[src/rtl/uart_rx_if.sv]
// Receive-side handshake bundle for uart_rx: serial line in, byte + status out.
interface uart_rx_if;
  logic       Rx;
  logic       Read_Ack;
  logic [7:0] Data_received;
  logic       Data_Ready;
  logic       Rx_Busy;
  logic       Framing_Error;
  logic       Overrun_Error;

  // Receiver side: samples the line, presents bytes and status.
  modport master (
    input  Rx,
    input  Read_Ack,
    output Data_received,
    output Data_Ready,
    output Rx_Busy,
    output Framing_Error,
    output Overrun_Error
  );

  // Line driver / byte consumer side.
  modport slave (
    output Rx,
    output Read_Ack,
    input  Data_received,
    input  Data_Ready,
    input  Rx_Busy,
    input  Framing_Error,
    input  Overrun_Error
  );
endinterface

[src/rtl/uart_rx.sv]
// 8N1 UART receiver: mid-bit sampling, held-valid/ack output, framing and overrun flags.
module uart_rx #(
  parameter int unsigned CLKS_PER_BIT = 5208
) (
  input  logic      clock,
  input  logic      reset_n,
  uart_rx_if.master bus
);

  localparam int unsigned HALF_BIT = CLKS_PER_BIT / 2;
  localparam int unsigned CW       = (CLKS_PER_BIT > 1) ? $clog2(CLKS_PER_BIT) : 1;

  localparam logic [CW-1:0] HALF_LAST = CW'(HALF_BIT - 1);
  localparam logic [CW-1:0] BIT_LAST  = CW'(CLKS_PER_BIT - 1);

  typedef enum logic [2:0] {
    ST_IDLE,
    ST_START,
    ST_DATA,
    ST_STOP,
    ST_BREAK
  } state_t;

  state_t        state_q, state_d;
  logic [CW-1:0] cnt_q, cnt_d;
  logic [2:0]    idx_q, idx_d;
  logic [7:0]    shift_q, shift_d;
  logic [7:0]    data_q, data_d;
  logic          ready_q, ready_d;
  logic          ferr_q, ferr_d;
  logic          oerr_q, oerr_d;
  logic          rx_meta, rxs;

  // Two-flop synchroniser; the line idles high so both flops reset to 1.
  always_ff @(posedge clock or negedge reset_n) begin
    if (!reset_n) begin
      rx_meta <= 1'b1;
      rxs     <= 1'b1;
    end else begin
      rx_meta <= bus.Rx;
      rxs     <= rx_meta;
    end
  end

  // State and datapath registers.
  always_ff @(posedge clock or negedge reset_n) begin
    if (!reset_n) begin
      state_q <= ST_IDLE;
      cnt_q   <= '0;
      idx_q   <= '0;
      shift_q <= '0;
      data_q  <= '0;
      ready_q <= 1'b0;
      ferr_q  <= 1'b0;
      oerr_q  <= 1'b0;
    end else begin
      state_q <= state_d;
      cnt_q   <= cnt_d;
      idx_q   <= idx_d;
      shift_q <= shift_d;
      data_q  <= data_d;
      ready_q <= ready_d;
      ferr_q  <= ferr_d;
      oerr_q  <= oerr_d;
    end
  end

  // Next-state and datapath update; a good stop sample overrides a same-cycle ack.
  always_comb begin
    state_d = state_q;
    cnt_d   = cnt_q;
    idx_d   = idx_q;
    shift_d = shift_q;
    data_d  = data_q;
    ready_d = ready_q;
    ferr_d  = ferr_q;
    oerr_d  = oerr_q;

    if (bus.Read_Ack && ready_q) begin
      ready_d = 1'b0;
      oerr_d  = 1'b0;
    end

    unique case (state_q)
      ST_IDLE: begin
        if (!rxs) begin
          state_d = ST_START;
          cnt_d   = '0;
        end
      end

      ST_START: begin
        if (cnt_q == HALF_LAST) begin
          cnt_d = '0;
          if (!rxs) begin
            state_d = ST_DATA;
            idx_d   = '0;
          end else begin
            state_d = ST_IDLE;
          end
        end else begin
          cnt_d = cnt_q + CW'(1);
        end
      end

      ST_DATA: begin
        if (cnt_q == BIT_LAST) begin
          cnt_d          = '0;
          shift_d[idx_q] = rxs;
          if (idx_q == 3'd7) begin
            state_d = ST_STOP;
            idx_d   = '0;
          end else begin
            idx_d = idx_q + 3'd1;
          end
        end else begin
          cnt_d = cnt_q + CW'(1);
        end
      end

      ST_STOP: begin
        if (cnt_q == BIT_LAST) begin
          cnt_d = '0;
          if (rxs) begin
            data_d  = shift_q;
            ferr_d  = 1'b0;
            ready_d = 1'b1;
            if (ready_q && !bus.Read_Ack) begin
              oerr_d = 1'b1;
            end
            state_d = ST_IDLE;
          end else begin
            ferr_d  = 1'b1;
            state_d = ST_BREAK;
          end
        end else begin
          cnt_d = cnt_q + CW'(1);
        end
      end

      ST_BREAK: begin
        if (rxs) begin
          state_d = ST_IDLE;
          cnt_d   = '0;
        end
      end

      default: begin
        state_d = ST_IDLE;
        cnt_d   = '0;
      end
    endcase
  end

  // Status outputs; busy is decoded straight from the state register.
  assign bus.Data_received = data_q;
  assign bus.Data_Ready    = ready_q;
  assign bus.Framing_Error = ferr_q;
  assign bus.Overrun_Error = oerr_q;
  assign bus.Rx_Busy       = (state_q != ST_IDLE);

endmodule

[src/flat_wrapper.sv]
// flat-port wrapper written by rule: the top's interface ports become plain ports
module uart_rx_flat 
#(
  parameter int unsigned CLKS_PER_BIT = 5208
)
  (clock, reset_n, bus_Rx, bus_Read_Ack, bus_Data_received, bus_Data_Ready, bus_Rx_Busy, bus_Framing_Error, bus_Overrun_Error);
  uart_rx_if bus_i ();
  input  logic clock;
  input  logic reset_n;
  input wire logic [$bits(bus_i.Rx)-1:0] bus_Rx;
  input wire logic [$bits(bus_i.Read_Ack)-1:0] bus_Read_Ack;
  output wire logic [$bits(bus_i.Data_received)-1:0] bus_Data_received;
  output wire logic [$bits(bus_i.Data_Ready)-1:0] bus_Data_Ready;
  output wire logic [$bits(bus_i.Rx_Busy)-1:0] bus_Rx_Busy;
  output wire logic [$bits(bus_i.Framing_Error)-1:0] bus_Framing_Error;
  output wire logic [$bits(bus_i.Overrun_Error)-1:0] bus_Overrun_Error;
  assign bus_i.Rx = bus_Rx;
  assign bus_i.Read_Ack = bus_Read_Ack;
  assign bus_Data_received = bus_i.Data_received;
  assign bus_Data_Ready = bus_i.Data_Ready;
  assign bus_Rx_Busy = bus_i.Rx_Busy;
  assign bus_Framing_Error = bus_i.Framing_Error;
  assign bus_Overrun_Error = bus_i.Overrun_Error;
  uart_rx #(.CLKS_PER_BIT(CLKS_PER_BIT)) u_core (.clock(clock), .reset_n(reset_n), .bus(bus_i));
endmodule
[config.mk]
export PLATFORM = sky130hd
export DESIGN_NAME = uart_rx_flat
export DESIGN_NICKNAME = d
export VERILOG_FILES = /design/src/rtl/uart_rx_if.sv /design/src/rtl/uart_rx.sv /design/src/flat_wrapper.sv
export SDC_FILE = /design/constraint.sdc
export NUM_CORES = 1
export LEC_CHECK = 0
export CAP_MARGIN = 10
export CORE_MARGIN = 3
export CORE_UTILIZATION = 32
export DETAILED_ROUTE_END_ITERATION = 8
export PLACE_DENSITY = 0.48
export SLEW_MARGIN = 20
export SYNTH_ARGS = -nofsm -noshare
export SYNTH_HDL_FRONTEND = slang
export SYNTH_SLANG_ARGS = --single-unit
export TNS_END_PERCENT = 50
[constraint.sdc]
create_clock -name clock -period 2.5 [get_ports clock]
set_input_delay 0.375 -clock clock [delete_from_list [all_inputs] [get_ports clock]]
set_output_delay 0.375 -clock clock [all_outputs]
set_load 0.03 [all_outputs]
==> impl_metrics.yaml, run 1 <==
logic_synthesis:
  synth-edff-count: 0
  synth_commonest_cells: "dfrtp_1 (38), nand2_1 (19), mux2_2 (18)"
  ys_warn_count: 0
  mappedNetlistNets: 205
  synthAdderAreaFrac: 0.0182
  synthCells: 198
  ys_ff_latch: 40
  synth_area_sq_um: 2060
  yosys.area.top_type: "dfrtp_1"
  synthArstFlopShare: 1.00
  yosys.area_share.simple: 0.223
  synth.top_cells.by_area: "dfrtp_1 (46%), mux2_2 (9.8%), o21ai_0 (3.6%)"
  synth_top_area_share: 0.461
  synth_compound_area_frac: 0.0964
  synth.area.mux_share: 0.113
  seq_area_frac_synth: 0.486
  postSynthAreaPerCell_sq_um: 10.4
  synth.distinct_cells: 40
  synth-main-ff-cell: "dfrtp_1"
  yosys.cell_count.top_type: "dfrtp_1"
  synth_top_family_by_area: "simple AND/OR/NAND/NOR gates"
  synth_xor_area_frac: 0.0212
critical_path:
  path_class: "register to register"
  timing.rr.end: "u_core.shift_q[2]"
  rrSetupSlack_ns: 0.19
  crit_arrival_ns: 2.49
  critPathMaxFanout: 6
  required_ns: 2.68
  startpoint_type: "register"
  regToRegStartpoint: "u_core.cnt_q[10]"
  reg2reg_depth: 4
  endpoint_kind: "register"
finish:
  final_nets: 227
  seq_area_sq_um: 1000
  nFillCells: 609
  diodes: 0
  area_growth_pct: 20.0
  multiInputGateArea_sq_um: 973
  layout-drive-gt1-share: 0.231
power_and_ir_drop:
  total_power_mw: 1.24
  p_int_uw: 980
  power_frac_seq: 0.529
  swShare: 0.206
  leakage_nw: 1.06
  netSwitchingPower_uw: 255
  p_per_area_nw_per_um2: 499
  ir_drop_mv: 0.278
  p_clk_frac: 0.457
  pwr-share-comb: 0.014
global_route:
  grt_pass1_wl_um: 7560
  grt-ovfl-total: 0
  track_usage: 0.127
  grt_max_degree: 41
  first_global_vias: 1517
  antenna_found_initial: 0
floorplan:
  die_w_um: 86.3
  fp-row-count: 28
  die_area_sq_um: 7450
  die_y_um: 86.3
  start_util: 0.338
  core-area_sq_um: 6100
  io_pins: 16
timing:
  fmax_ghz: 0.432
  setup_violations: 0
  fin_crit_sh: 0.926
  worst_pin_slew_ns: 0.898
  clock_skew_ns: 0.00368
  hold_violations: 0
  rsz0062_at_grt: "no"
  setup_tns_ns: 0
  maxSlewHeadroom: 0.401
  fin_crit_ns: 2.31
  final_max_slew_viol_count: 0
place:
  dp_hpwl_um: 2960
  routabilityCongestion: 0.829
  portBuffers: 15
clocking:
  htreeDepth: 2
  postCtsSetupBuffers: 0
  cts_buffers: 5
  tritoncts: "built"
  insertion_delay_ns: 0.29
  clkSinkCount: 40
  cts-hold-fix-buffers: 0
  cts_root_buf: "clkbuf_8"
  cts.clk_slew.worst_paths_ns: 0.08
  clk_path_buf_depth: 2
  post_cts_resized: 0
route:
  drcViolationCount: 0
  drt_iter0_drc: 105
  via_count: 1532
  wire_per_inst_um: 14.9
  final_antenna_net_count: 0
  viasPerCell: 5.18
  drt-total-wl_um: 4420
  first_pass_iters: 4
outcome:
  outcome: "complete, no violations"
min_path:
  holdCritPathClass: "input port to asynchronous set/reset pin"
job:
  maxCapViolations: 0
## routing by layer
metal  global-route usage  routed length (um)
met1                0.185                2270
met2                0.189                1970
met3               0.0285                 143
met4               0.0340                  37
met5                    0                   0
## power groups by stage
stage / Combinational (mW) / Sequential [mW] / Clock, mW
6_report: 0.0174 / 0.653 / 0.564
5_1_grt: 0.0209 / 0.654 / 0.611
3_5_place_dp: 0.0190 / 0.666 / 0
4_1_cts: 0.0191 / 0.654 / 0.590
2_1_floorplan: 0.00285 / 0.663 / 0
3_3_place_gp: 0.0180 / 0.666 / 0
## how the worst max path moves through the flow
stage	slack, ns	cells after the start	to	from
global route	0.13	4	u_core.shift_q[2]	u_core.cnt_q[10]
global placement	0.22	4	u_core.shift_q[2]	u_core.cnt_q[11]
floorplan	0.21	4	u_core.shift_q[2]	u_core.cnt_q[3]
finish	0.19	4	u_core.shift_q[2]	u_core.cnt_q[10]
CTS	0.18	4	u_core.shift_q[2]	u_core.cnt_q[11]
detailed placement	0.19	4	u_core.shift_q[2]	u_core.cnt_q[11]
## through the flow
step                hold WS [ns]  cell area, sq um   util  worst slack (ns)  instances
floorplan                 0.0794              2060      -             0.212        198
global placement           0.347              2350  0.386             0.216        288
detailed placement         0.348              2350  0.386             0.189        288
CTS                        0.239              2480  0.406             0.185        296
global route               0.270              2480  0.406             0.125        296
finish                     0.201              2480  0.406             0.186        296
## placed cells by master (no fill, tap or decap), types with 2 or more instances in the layout
cell type	Yosys	layout
nor4b_1	2	2
or3b_2	2	2
nand4b_1	5	5
mux2_2	18	18
nand3_1	7	7
clkdlybuf4s50_1	0	14
xnor2_1	5	5
o21ai_0	15	15
clkbuf_8	0	6
mux2i_1	2	2
nor4bb_1	3	3
nor4_1	6	6
a21oi_1	4	4
nand4_1	3	3
dfstp_2	2	2
dfrtp_1	38	38
nand2_1	19	19
nor2_1	9	9
o211ai_1	4	4
inv_1	9	9
ha_1	3	3
nor2b_1	2	2
nor4b_2	2	2
buf_4	0	14
nor3_1	8	8
## cells by family (layout without fill, tap and decap cells)
logic type	Yosys count	after routing
xor+xnor	5	5
flops	40	40
compound gates	32	32
fa+ha+maj	3	3
simple gates	74	74
mux	21	21
buf+inv	23	46
## critical path, cell delays in order (launching register included)
cell,delay (ns)
dfrtp_1,0.46
or4b_4,0.53
or4_4,0.58
nor4b_2,0.28
mux2_1,0.34
## layout make-up
class	instances	area share
Inverter	9	0.0136
Sequential cell	40	0.405
Clock inverter	2	0.0157
Multi-Input combinational cell	135	0.393
Timing Repair Buffer	29	0.101
Clock buffer	6	0.0334
Tap cell	75	0.0379
## registers in the layout (all words and copies together), names as in the netlist, named ones only
signal and cells:
u_core.state_q 3, u_core.bus.Data_received 8, u_core.idx_q 3, u_core.cnt_q 13, u_core.shift_q 8, u_core.bus.Framing_Error 1
u_core.bus.Data_Ready 1, u_core.rx_meta 1, u_core.rxs 1
No activity file was read; power rests on OpenSTA's default activity.
==> run 2: changes to the inputs <==
- ABC_AREA: not set -> 1
- GPL_TIMING_DRIVEN: not set -> 0
==> run 2 against run 1 <==
  * Synthesized area up 11%
  * Global-route usage up 0.37 points
  * Sequential power about the same
  * Design area up 9.1%
  * Routed wire length up 12%
  * Register-to-register slack better by 0.55 ns
  * Critical path type is now register to output pin
  * Largest cell class is now multi-input gates
  * Largest power group unchanged
==> impl_metrics.yaml, run 2 <==
route:
  drcViolationCount: 0
  viasPerCell: 4.66
  final_antenna_net_count: 0
  wire_per_inst_um: 11.6
  first_pass_iters: 4
  drt-total-wl_um: 4950
  via_count: 1988
  drt_iter0_drc: 66
critical_path:
  endpoint: "bus_Rx_Busy"
  path_buf_inv: 2
  startpoint: "u_core.state_q[2]"
  crit_chain: "inv_2 -> nand2_1 -> clkdlybuf4s50_1"
  cpPeakStageDelay_ns: 0.66
  timing.rr.end: "u_core.cnt_q[0]"
  required_ns: 2.12
  reg2reg_depth: 7
  critical_path_depth: 3
  rrSetupSlack_ns: 0.74
  path_class: "register to output pin"
  endpoint_kind: "output pin"
  crit_arrival_ns: 1.63
  regToRegStartpoint: "u_core.cnt_q[0]"
  critPathMaxFanout: 7
  slowest_stage: "clkdlybuf4s50_1"
  crit_family: "buffers and inverters"
  startpoint_type: "register"
finish:
  diodes: 0
  final_cell_mix: "nand2_1 (105), dfrtp_1 (38), nor2_1 (34), nand3_1 (31), inv_1 (25)"
  layout-drive-gt1-share: 0.130
  regMostFlops: "u_core.cnt_q"
  area_growth_pct: 17.9
  largest_register_ffs: 13
  final_nets: 337
  utilization: 0.393
  final_common_cell: "nand2_1"
logic_synthesis:
  synth.top_cells.by_area: "dfrtp_1 (42%), nand2_1 (17%), nand3_1 (6.8%)"
  synth.distinct_cells: 24
  ys_ff_latch: 40
  synth_commonest_cells: "nand2_1 (105), dfrtp_1 (38), nor2_1 (34)"
  yosys.cell_count.top_type: "nand2_1"
  synth-edff-count: 0
  yosys.area.top_type: "dfrtp_1"
  postSynthAreaPerCell_sq_um: 7.49
  synth_top_area_share: 0.415
  seq_area_frac_synth: 0.438
  mappedNetlistNets: 313
  synth-main-ff-cell: "dfrtp_1"
  synthArstFlopShare: 1.00
  synth_area_sq_um: 2290
  synthCells: 306
  ys_warn_count: 0
clocking:
  clk_path_buf_depth: 2
  tritoncts: "built"
  post_cts_resized: 0
  htreeDepth: 2
  clkSinkCount: 40
  cts_buffers: 5
  insertion_delay_ns: 0.30
  cts_root_buf: "clkbuf_8"
  cts.clk_slew.worst_paths_ns: 0.08
power_and_ir_drop:
  ir_drop_mv: 0.204
  leakage_nw: 1.36
  swShare: 0.224
  p_int_uw: 964
  total_power_mw: 1.24
  power_frac_seq: 0.525
  p_per_area_nw_per_um2: 460
  pwr-share-comb: 0.031
  p_clk_frac: 0.444
  netSwitchingPower_uw: 278
floorplan:
  start_util: 0.334
  die_area_sq_um: 8210
  io_pins: 16
  die_y_um: 90.6
  core-area_sq_um: 6870
  fp-row-count: 30
  die_w_um: 90.6
timing:
  whs_ns: 0.358
  setup_tns_ns: 0
  worst_pin_slew_ns: 0.359
  setup_violations: 0
  maxSlewHeadroom: 0.761
  fmax_ghz: 0.498
  final_max_slew_viol_count: 0
  fin_crit_sh: 0.803
  clock_skew_ns: 0.0149
  setup_ws_ns: 0.492
  rsz0062_at_grt: "no"
  hold_violations: 0
  fin_crit_ns: 2.01
global_route:
  antenna_found_initial: 0
  grt_pass1_wl_um: 8750
  grt-ovfl-total: 0
  track_usage: 0.130
  grt_max_degree: 28
  first_global_vias: 1838
min_path:
  holdCritPathClass: "register to register"
place:
  dp_hpwl_um: 3690
  place_worst_setup_slack_ns: 0.752
  portBuffers: 15
  routabilityCongestion: 0.857
job:
  maxCapViolations: 0
outcome:
  outcome: "complete, no violations"
==> run 2: cell count changes in the layout (fill, tap and decap cells not counted), sizes merged, moves of 4 or more <==
cell	before	now
nand2	19	108
nand3	7	36
nor2	9	38
inv	9	34
mux2	19	0
nand4	3	17
o21ai	15	7
nor4	7	0
buf	15	10
nand4b	5	0
xnor2	5	0
nor4b	4	0
xor2	0	4
==> run 2: what timing repair did <==
item                      in CTS  in global routing
hold endpoints to repair      13                  0
hold buffers                   1                  0
setup buffers                  0                  0
==> run 2: area by class of cell <==
cell class              instances  area, sq um
clock inverters                 3         46.3
plain buffers                   8         71.3
repair buffers                 17          175
flip-flops and latches         40         1000
fillers                       722         4170
multi-input cells             225         1090
inverters                      33          124
clock buffers                   5         68.8
well taps                      96          120
==> run 2: metal layers <==
| metal | up-vias | global-route usage | routed length (um) |
|---|---|---|---|
| met5 | - | 0 | 0 |
| met4 | 0 | 0.0612 | 122 |
| met3 | 12 | 0.0317 | 187 |
| met2 | 38 | 0.193 | 2240 |
| met1 | 905 | 0.178 | 2400 |
| li1 | 1033 | - | - |
==> run 2: power groups by stage <==
stage / combinational, mW / clock, mW / sequential (mW)
floorplan: 0.00879 / 0 / 0.668
global placement: 0.0357 / 0 / 0.665
detailed placement: 0.0383 / 0 / 0.665
CTS: 0.0396 / 0.578 / 0.652
global route: 0.0431 / 0.594 / 0.653
finish: 0.0381 / 0.552 / 0.652
==> run 2: cell families (layout without fill, tap and decap cells) <==
family,after synthesis,count (layout),synth area share
compound gates,11,11,0.0289
xor+xnor,4,4,0.0153
fa+ha+maj,3,3,0.0164
buf+inv,41,66,0.0852
flops,40,40,0.438
simple gates,207,207,0.416
==> run 2: stage by stage <==
step,area [sq um],std cells
after floorplan,2290,306
after global placement,2560,417
after detailed placement,2580,418
after CTS,2700,427
after global routing,2700,427
final,2700,427
==> run 2: how the worst min path moves through the flow <==
stage                         from                    endpoint  cells after the start  slack (ns)
finish              u_core.rx_meta                  u_core.rxs                      0        0.36
global route        u_core.rx_meta                  u_core.rxs                      0        0.37
CTS                 u_core.rx_meta                  u_core.rxs                      0        0.36
detailed placement         reset_n  asynchronous set/reset pin                      1        0.31
global placement    u_core.rx_meta                  u_core.rxs                      0        0.35
floorplan                  reset_n  asynchronous set/reset pin                      0        0.08
==> run 3: changes to the inputs <==
- PLACE_DENSITY: 0.48 -> 0.49
- clock period: 2.5 -> 1.7 ns (I/O delays scaled with it)
==> run 3 against run 2 <==
  * Critical path depth fell by 2
  * Power rose by 46%
  * Count of clock-buffer cells in the layout did not move
  * Sequential share of layout area down 0.66 points
  * Critical path type unchanged
  * Largest power group unchanged
==> impl_metrics.yaml, run 3 (synthesis results as in run 2) <==
critical_path:
  startpoint: "u_core.bus.Data_Ready"
  path_buf_inv: 1
  endpoint_kind: "output pin"
  timing.rr.end: "u_core.cnt_q[9]"
  critPathMaxFanout: 4
  slowest_stage: "clkdlybuf4s50_1"
  path_class: "register to output pin"
  cpPeakStageDelay_ns: 0.69
  endpoint: "bus_Data_Ready"
  regToRegStartpoint: "u_core.cnt_q[0]"
  startpoint_type: "register"
  rrSetupSlack_ns: 0.13
  crit_arrival_ns: 1.39
  crit_chain: "clkdlybuf4s50_1"
  crit_family: "buffers and inverters"
  critical_path_depth: 1
  required_ns: 1.44
  reg2reg_depth: 8
timing:
  fmax_ghz: 0.607
  rsz0062_at_grt: "yes"
  setup_violations: 0
  fin_crit_sh: 0.969
  fin_crit_ns: 1.65
  clock_skew_ns: 0.00688
  final_max_slew_viol_count: 0
  hold_violations: 0
  setup_tns_ns: 0
  worst_pin_slew_ns: 0.405
  maxSlewHeadroom: 0.730
  whs_ns: 0.360
clocking:
  insertion_delay_ns: 0.29
  cts_buffers: 5
  tritoncts: "built"
  cts_root_buf: "clkbuf_8"
  clk_path_buf_depth: 2
  clkSinkCount: 40
  cts.clk_slew.worst_paths_ns: 0.09
  htreeDepth: 2
route:
  first_pass_iters: 4
  drcViolationCount: 0
  viasPerCell: 4.64
  final_antenna_net_count: 0
  drt_iter0_drc: 64
  wire_per_inst_um: 12.0
  via_count: 1992
  drt-total-wl_um: 5130
finish:
  layout-drive-gt1-share: 0.162
  nFillCells: 719
  diodes: 0
  final_cell_mix: "nand2_1 (103), dfrtp_1 (35), nor2_1 (32), nand3_1 (30), inv_1 (25)"
  regMostFlops: "u_core.cnt_q"
  final_nets: 339
  largest_register_ffs: 13
  final_common_cell: "nand2_1"
  area_growth_pct: 20.5
  multiInputGateArea_sq_um: 1130
  seq_area_sq_um: 1010
global_route:
  track_usage: 0.135
  grt-ovfl-total: 0
  antenna_found_initial: 0
  first_global_vias: 1898
  grt_max_degree: 26
  grt_pass1_wl_um: 9100
power_and_ir_drop:
  total_power_mw: 1.82
  leakage_nw: 1.37
  ir_drop_mv: 0.340
  p_per_area_nw_per_um2: 659
outcome:
  outcome: "complete, no violations"
floorplan:
  core-area_sq_um: 6870
  io_pins: 16
  die_area_sq_um: 8210
  die_w_um: 90.6
  start_util: 0.334
  die_y_um: 90.6
  fp-row-count: 30
min_path:
  hold_depth: 1
  holdCritPathClass: "input port to register"
job:
  maxCapViolations: 0
place:
  portBuffers: 15
  dp_hpwl_um: 3720
  routabilityCongestion: 0.874
[run 3: cell types whose count changed in the layout (fill, tap and decap cells not counted), sizes merged]
cell           before  now
clkdlybuf4s50      14   13
buf                10   12
clkinvlp            1    0
inv                34   33
dlygate4sd2         0    1
clkinv              0    2
[run 3: layout make-up]
cell class,instances,area share
multi-input cells,225,0.409
flip-flops and latches,40,0.365
repair buffers,19,0.0684
inverters,33,0.0458
well taps,96,0.0435
plain buffers,8,0.0258
clock buffers,5,0.0249
clock inverters,3,0.0172
[run 3: stage by stage]
stage,cell area [sq um],utilization,std cells,worst slack (ns)
2_1_floorplan,2290,-,306,0.228
3_3_place_gp,2560,0.373,417,-0.767
3_5_place_dp,2580,0.375,418,-0.0808
4_1_cts,2710,0.394,427,-0.0297
5_1_grt,2760,0.402,429,-0.00576
6_report,2760,0.402,429,0.0528
[run 3: report_power, final]
part           switching (mW)  total, mW  internal, mW
Combinational          0.0381     0.0567        0.0186
Clock                   0.360      0.802         0.442
Sequential            0.00230      0.959         0.957
[run 3: worst min path at each step]
| stage | end | start |
|---|---|---|
| 4_1_cts | u_core.rx_meta | bus_Rx |
| 3_3_place_gp | u_core.rxs | u_core.rx_meta |
| 6_report | u_core.rx_meta | bus_Rx |
| 2_1_floorplan | asynchronous set/reset pin | reset_n |
| 5_1_grt | u_core.rx_meta | bus_Rx |
| 3_5_place_dp | asynchronous set/reset pin | reset_n |
[run 3: per-layer routing]
layer,up-vias,wire (um),GRT usage
li1,1034,-,-
met4,0,42,0.0357
met2,45,2410,0.221
met1,909,2500,0.181
met3,4,179,0.0292
met5,-,0,0
[run 3: timing repair]
item | CTS | global route
pin swaps | 0 | 2
hold endpoints to repair | 15 | 0
buffers inserted | 0 | 2
gates resized for setup | 4 | 10
hold buffers | 1 | 0
setup endpoints to repair | 23 | 26
